File: src/rtl/fan_tachometer.sv
// Fan tachometer: synchronizes and debounces each raw tach input, counts
// filtered rising edges over a fixed gate window, and latches a scaled RPM
// value plus a stall flag per fan at the end of every window.
module fan_tachometer #(
    parameter int NUM_FANS        = 2,
    parameter int GATE_CYCLES     = 50000000,
    parameter int DEBOUNCE_CYCLES = 16,
    parameter int EDGE_WIDTH      = 12,
    parameter int RPM_SCALE       = 30
) (
    input  logic                    clk,
    input  logic                    rst,
    input  logic [NUM_FANS-1:0]     fan_tach,
    output logic [16*NUM_FANS-1:0]  rpm,
    output logic [NUM_FANS-1:0]     stalled,
    output logic                    rpm_valid
);

    localparam int GW = (GATE_CYCLES > 1) ? $clog2(GATE_CYCLES) : 1;
    localparam int DW = (DEBOUNCE_CYCLES > 1) ? $clog2(DEBOUNCE_CYCLES) : 1;
    localparam int PW = EDGE_WIDTH + 16;

    localparam logic [GW-1:0] GATE_LAST = GW'(GATE_CYCLES - 1);
    localparam logic [DW-1:0] DEB_LAST  = DW'(DEBOUNCE_CYCLES - 1);
    localparam logic [PW-1:0] SCALE     = PW'(RPM_SCALE);
    localparam logic [PW-1:0] RPM_MAX   = PW'(65535);

    logic [GW-1:0] gate_reg;
    logic [GW-1:0] gate_next;
    logic          terminal;
    logic          rpm_valid_reg;

    // Gate window position; terminal marks the last cycle of each window
    always_comb begin
        terminal  = (gate_reg == GATE_LAST);
        gate_next = terminal ? '0 : gate_reg + 1'b1;
    end

    // Gate counter and the one-cycle update strobe that follows the terminal cycle
    always_ff @(posedge clk or posedge rst) begin
        if (rst) begin
            gate_reg      <= '0;
            rpm_valid_reg <= 1'b0;
        end else begin
            gate_reg      <= gate_next;
            rpm_valid_reg <= terminal;
        end
    end

    assign rpm_valid = rpm_valid_reg;

    generate
        for (genvar gi = 0; gi < NUM_FANS; gi++) begin : g_fan
            (* ASYNC_REG = "TRUE" *) logic sync1_reg;
            (* ASYNC_REG = "TRUE" *) logic sync2_reg;
            logic                  f_reg;
            logic                  f_next;
            logic                  f_prev_reg;
            logic [DW-1:0]         d_reg;
            logic [DW-1:0]         d_next;
            logic                  rise;
            logic [EDGE_WIDTH-1:0] edge_reg;
            logic [EDGE_WIDTH-1:0] edge_next;
            logic [PW-1:0]         product;
            logic [15:0]           rpm_reg;
            logic [15:0]           rpm_next;
            logic                  stalled_reg;

            // Debounce, rising-edge detect, saturating edge count and RPM scaling
            always_comb begin
                f_next = f_reg;
                d_next = '0;
                if (sync2_reg != f_reg) begin
                    if (d_reg == DEB_LAST) begin
                        f_next = sync2_reg;
                    end else begin
                        d_next = d_reg + 1'b1;
                    end
                end

                rise = f_reg & ~f_prev_reg;

                // An edge landing in the terminal cycle is carried into the next window
                if (terminal) begin
                    edge_next = EDGE_WIDTH'(rise);
                end else if (rise && (edge_reg != '1)) begin
                    edge_next = edge_reg + 1'b1;
                end else begin
                    edge_next = edge_reg;
                end

                product  = PW'(edge_reg) * SCALE;
                rpm_next = (product > RPM_MAX) ? 16'hFFFF : product[15:0];
            end

            // Per-fan state; results latch only on the terminal cycle
            always_ff @(posedge clk or posedge rst) begin
                if (rst) begin
                    sync1_reg   <= 1'b0;
                    sync2_reg   <= 1'b0;
                    f_reg       <= 1'b0;
                    f_prev_reg  <= 1'b0;
                    d_reg       <= '0;
                    edge_reg    <= '0;
                    rpm_reg     <= '0;
                    stalled_reg <= 1'b0;
                end else begin
                    sync1_reg  <= fan_tach[gi];
                    sync2_reg  <= sync1_reg;
                    f_reg      <= f_next;
                    f_prev_reg <= f_reg;
                    d_reg      <= d_next;
                    edge_reg   <= edge_next;
                    if (terminal) begin
                        rpm_reg     <= rpm_next;
                        stalled_reg <= (edge_reg == '0);
                    end
                end
            end

            assign rpm[16*gi +: 16] = rpm_reg;
            assign stalled[gi]      = stalled_reg;
        end
    endgenerate

endmodule

File: config.mk
export PLATFORM = sky130hd
export DESIGN_NAME = fan_tachometer
export DESIGN_NICKNAME = d
export VERILOG_FILES = /design/src/rtl/fan_tachometer.sv
export SDC_FILE = /design/constraint.sdc
export NUM_CORES = 1
export LEC_CHECK = 0
export CAP_MARGIN = 20
export CORE_MARGIN = 2
export CORE_UTILIZATION = 43
export CTS_BUF_LIST = sky130_fd_sc_hd__clkbuf_8 sky130_fd_sc_hd__clkbuf_16
export CTS_CLUSTER_DIAMETER = 80
export DETAILED_ROUTE_END_ITERATION = 8
export PLACE_DENSITY = 0.68
export SKIP_LAST_GASP = 1
export SLEW_MARGIN = 20
export SYNTH_ARGS = -nofsm -noshare
export SYNTH_HDL_FRONTEND = slang
export SYNTH_SLANG_ARGS = --single-unit
File: constraint.sdc
create_clock -name clk -period 4.9 [get_ports clk]
set_clock_uncertainty 0.15 [all_clocks]
set_input_delay 0.735 -clock clk [delete_from_list [all_inputs] [get_ports clk]]
set_output_delay 0.735 -clock clk [all_outputs]
set_load 0.05 [all_outputs]
Yosys cells after proc, flatten, opt, wreduce, memory -nomap -nowiden --
Cells that the tools add are included.
Storage, ports and cells: flip-flop bits (word level) 101, latch bits 0, RAM bits 0, memory bits (read-only) 0, input port bits 4, output and inout bits 35, word-level logic and storage cells 57, memories 0
Cells by class: add/subtract/negate cells 5, $mul 2, divide/modulo/power cells 0, $lt $le $gt $ge 2, eq/ne operators 7, shift operators 0, mux-type cells 11, bitwise operators 4, reductions and logical operators 8
Operators with widths (count):
- $mux W12 | 4
- $gt A17 B16 Y1 const B | 2
- $mul A12 B4 Y16 const B | 2
- $mux W16 | 2
- $add A26 B1 Y26 const B | 1
- $eq A26 B26 Y1 const B | 1
- $mux W26 | 1
- $add A12 B1 Y12 const B | 2
- $logic_not A12 Y1 | 2
- $ne A12 B12 Y1 const B | 2
- $mux W4 | 4
- $add A4 B1 Y4 const B | 2
- $eq A4 B4 Y1 const B | 2
- $reduce_and A2 Y1 | 2
- $reduce_bool A2 Y1 | 2
- $and A1 B1 Y1 | 2
- $logic_and A1 B1 Y1 | 2
- $ne A1 B1 Y1 | 2
- $not A1 Y1 | 2

Depth between registers and ports, before layout --
word-level depth 5, gate-level depth with buffers 13, gate-level depth less buffers 11

Worst setup path before layout --
OpenSTA, ideal clock, no wires.
path type register to register, from register g_fan[1].edge_reg[4], to register g_fan[1].rpm_reg[10], setup time 122 ps, data arrival time 3273 ps, required time 4628 ps, slack 1355 ps, stages on the path, launching flop included 13, path buffers 1, clock period less this slack 3545 ps, path through dfrtp_1 > inv_1 > fa_1 > fa_1 > inv_1 > ha_1 > o21ai_1 > o21bai_1 > a21oi_1 > o41ai_2 > mux2i_2 > buf_6 > a21oi_2
Between the ends: cells in the longest elaborated chain, start to end 3
Ends and longest elaborated chain:
- start, declared | RTL line 62 | logic [EDGE_WIDTH-1:0] edge_reg;
- start signal, assigned | RTL line 113 | edge_reg <= edge_next;
- $mul A12 B4 Y16 (*) | RTL line 92 | product = PW'(edge_reg) * SCALE;
- $gt A17 B16 Y1 | RTL line 93 | rpm_next = (product > RPM_MAX) ? 16'hFFFF : product[15:0];
- $mux W16 (*) | RTL line 93
- end signal, assigned | RTL line 115 | rpm_reg <= rpm_next;
- end, declared | RTL line 65 | logic [15:0] rpm_reg;
Mark *: on every way between the ends. The rest lies on a longest branch, timed or not. A chain may end at the register's enable or synchronous reset.

Worst setup path after layout --
from register g_fan[0].edge_reg[9], to register g_fan[0].rpm_reg[4]
Between the ends: cells in the longest elaborated chain, start to end 3
Ends and longest elaborated chain (RTL line):
- start, declared | 62
- start signal, assigned | 113
- $mul A12 B4 Y16 | 92
- $gt A17 B16 Y1 | 93
- $mux W16 | 93
- end signal, assigned | 115
- end, declared | 65
No other way between the ends.

==> metrics <==
run status complete, no violations; cell taking the most area after synthesis dfrtp_1; largest cells by area after synthesis dfrtp_1 35%, ha_1 12%, fa_1 12%; mean post-synth cell area 9.877 sq um; first-pass GRT wire length 23910 um; CP max stage cell mux2i_4; die area ~18000 sq um; top-count cell post-synth dfrtp_1; diodes inserted 0; RSZ-0062 raised after global routing false; dpl cell area about 7800 sq um; simple-gate portion of the synthesized area 15.18%; layout cells sized above 1 5.599%; Residual DRC 0; Routed WL 13510 um; Final Critical Period 3896 ps; max_slew headroom 34.81%; total vias in the final route 4999; post-DR vias/cell 5.060; fin crit share 79.50%; worst path cell trace inv_1 > fa_1 > fa_1 > inv_1 > ha_1 > a21oi_1 > o21ai_0 > o22ai_1 > o31ai_4 > mux2i_4 > a21oi_1; Fmax 0.2567 GHz; CTS Hold Bufs 0; crit path DAT 3970 ps; sequential fraction of the synthesis area 35.25%; crit end category register; CTS sink cnt 101; Distinct cells, synth 57; critical path type reg -> reg; Crit path largest cell delay 540 ps; Worst-Margin Slew 974.7 ps; Static Leakage 3.814 nW; post-synthesis mux area share less than 1%; Fill cells 1576; fin area 8073 sq um; initial antenna violation count 0; post-route ant nets 0; CTS resizes 0; Post-CTS Setup Bufs 0; Total Routing Usage GR ~16%; largest net degree at the start of global routing 86; Yosys top cell area share 35.25%; Final setup violation count 0; Detail Placement HPWL 10200 um; vias in the first global route 5008; I/O pin cnt 39; DRT iter0 DRCs ~250; Total Nets Final 880; synth cell count leaders 101 x dfrtp_1, 91 x nor2_1, 87 x inv_1, 71 x ha_1, 49 x a21oi_1; Starting Density 43.55%; worst path required time slightly below 5000 ps; Clk Latency, worst-skew pair 360 ps; die height 133.1 um; Netlist Area Pre-Place 7171 sq um; CTS buffer count 9; Largest register FFs 32; cell row count 47; max cap viols 0; worst-case clock buffer depth 2; clk slew on worst S/H paths ~80 ps; Overflow after GRT 0; Pwr per Cell Area about 200 nW/um^2; Post-synth EDFFs 0; Port Buffers 38; area delta synth->final 12.58%; Adder-Cell Fraction of Synth Area 24.11%; Fin Setup TNS 0 ps; #FFs+latches synth 101; Post-Syn Instances 726; Synth warnings 0; area of the multi-input gates 4224 sq um; CTS tree done; Crit Path Max Fanout 15; core area 16470 sq um; sequential cell area roughly 2500 sq um; top_reg_cell synth dfrtp_1; Die X 133.1 um; H-Tree Level Count 3; largest family of logic cells by synthesized area adder cells; Synth Area in Compound Gates 10.85%; First-pass DRT Iterations 5; Post-Synth XOR/XNOR Area 7.939%; GPL Wtd Cong 0.8046; maximum vdd drop 0.0001814 V; Final Hold Viols 0; Max Slew Vio Count 0; Synth async-reset ratio 100.0%; worst hold-check path type reg -> reg; Critical Path Start Type register; wire per inst between 10 and 15 um; CTS root buf clkbuf_16; synthesized net count 843
-- logic make-up after synthesis --
| kind of cell | Yosys count |
|---|---|
| buffers and inverters | 103 |
| DFF | 101 |
| adders and majority gates | 113 |
| and+or+nand+nor | 221 |
| AOI/OAI and AO/OA | 119 |
| muxes | 4 |
| xor gates and xnor gates | 65 |
-- cell type report --
cell class	instances	area share, %
clock inverter	6	0.8060
inverter	87	4.107
timing repair buffer	42	5.084
tap	220	3.410
sequential	101	31.31
multi-input combinational	522	52.32
clock buffer	10	2.960
-- cells in the final DEF (no fill, tap or decap), types with 6 or more instances in the layout --
cell | Yosys | final
nor2_1 | 91 | 91
inv_1 | 87 | 86
nand2_1 | 33 | 33
and3_1 | 10 | 10
a21oi_2 | 9 | 9
nand3_1 | 23 | 23
o21ai_0 | 12 | 12
xnor2_1 | 42 | 42
a21oi_1 | 49 | 49
xor2_1 | 23 | 23
nand2b_1 | 8 | 8
clkbuf_16 | 0 | 9
dfrtp_1 | 101 | 101
nor3_1 | 12 | 12
nand4_1 | 14 | 14
ha_1 | 71 | 71
a21o_1 | 6 | 6
clkdlybuf4s50_1 | 0 | 38
fa_1 | 42 | 42
-- worst max-delay path: cells and delay by family, from the launching register on --
family / cells / cell delay (ps)
DFF: 1 / 400
AOI/OAI and AO/OA: 5 / 920
buffers and inverters: 2 / 330
adders and majority gates: 3 / 1410
muxes: 1 / 540
-- power by group --
group | internal, W | switching, W
combinational | 0.00000996 | 0.0000233
sequential | 0.000839 | 0.00000548
clock | 0.000374 | 0.000352
total | 0.00122 | 0.000381
-- routing by layer --
layer / up-vias / GRT usage [%] / routed length, um
li1: 2484 / - / -
met1: 2451 / 22.38 / 6264
met3: 8 / 3.957 / 376
met2: 56 / 27.35 / 6789
met5: - / 0 / 0
met4: 0 / 3.191 / 76
-- through the flow --
stage / utilization, % / hold WS [ps] / cells / total power, W / worst slack (ps)
floorplan: - / 181.2 / 726 / 0.0008834 / 1355
global placement: 47.17 / 183.2 / 972 / 0.0008950 / 1099
detailed placement: 47.17 / 185.5 / 972 / 0.0008958 / 1005
CTS: 49.01 / 203.9 / 988 / 0.001629 / 996.8
global route: 49.03 / 213.9 / 988 / 0.001673 / 751.5
finish: 49.03 / 203.4 / 988 / 0.001603 / 1004
-- worst paths after layout --
kind,slack [ps],start,cells past startpoint,to
hold reg to reg,200,g_fan[0].sync1_reg$_DFF_PP0_,0,g_fan[0].sync2_reg$_DFF_PP0_
max in group asynchronous,3100,rst,3,g_fan[1].rpm_reg[9]$_DFFE_PP0P_
hold / removal,200,g_fan[0].sync1_reg$_DFF_PP0_,0,g_fan[0].sync2_reg$_DFF_PP0_
setup reg to reg,1000,g_fan[0].edge_reg[9]$_DFFE_PP0P_,11,g_fan[0].rpm_reg[4]$_DFFE_PP0P_
setup / recovery,1000,g_fan[0].edge_reg[9]$_DFFE_PP0P_,11,g_fan[0].rpm_reg[4]$_DFFE_PP0P_
min in group asynchronous,740,rst,2,gate_reg[4]$_DFF_PP0_
Power figures use the tool's default switching activity.
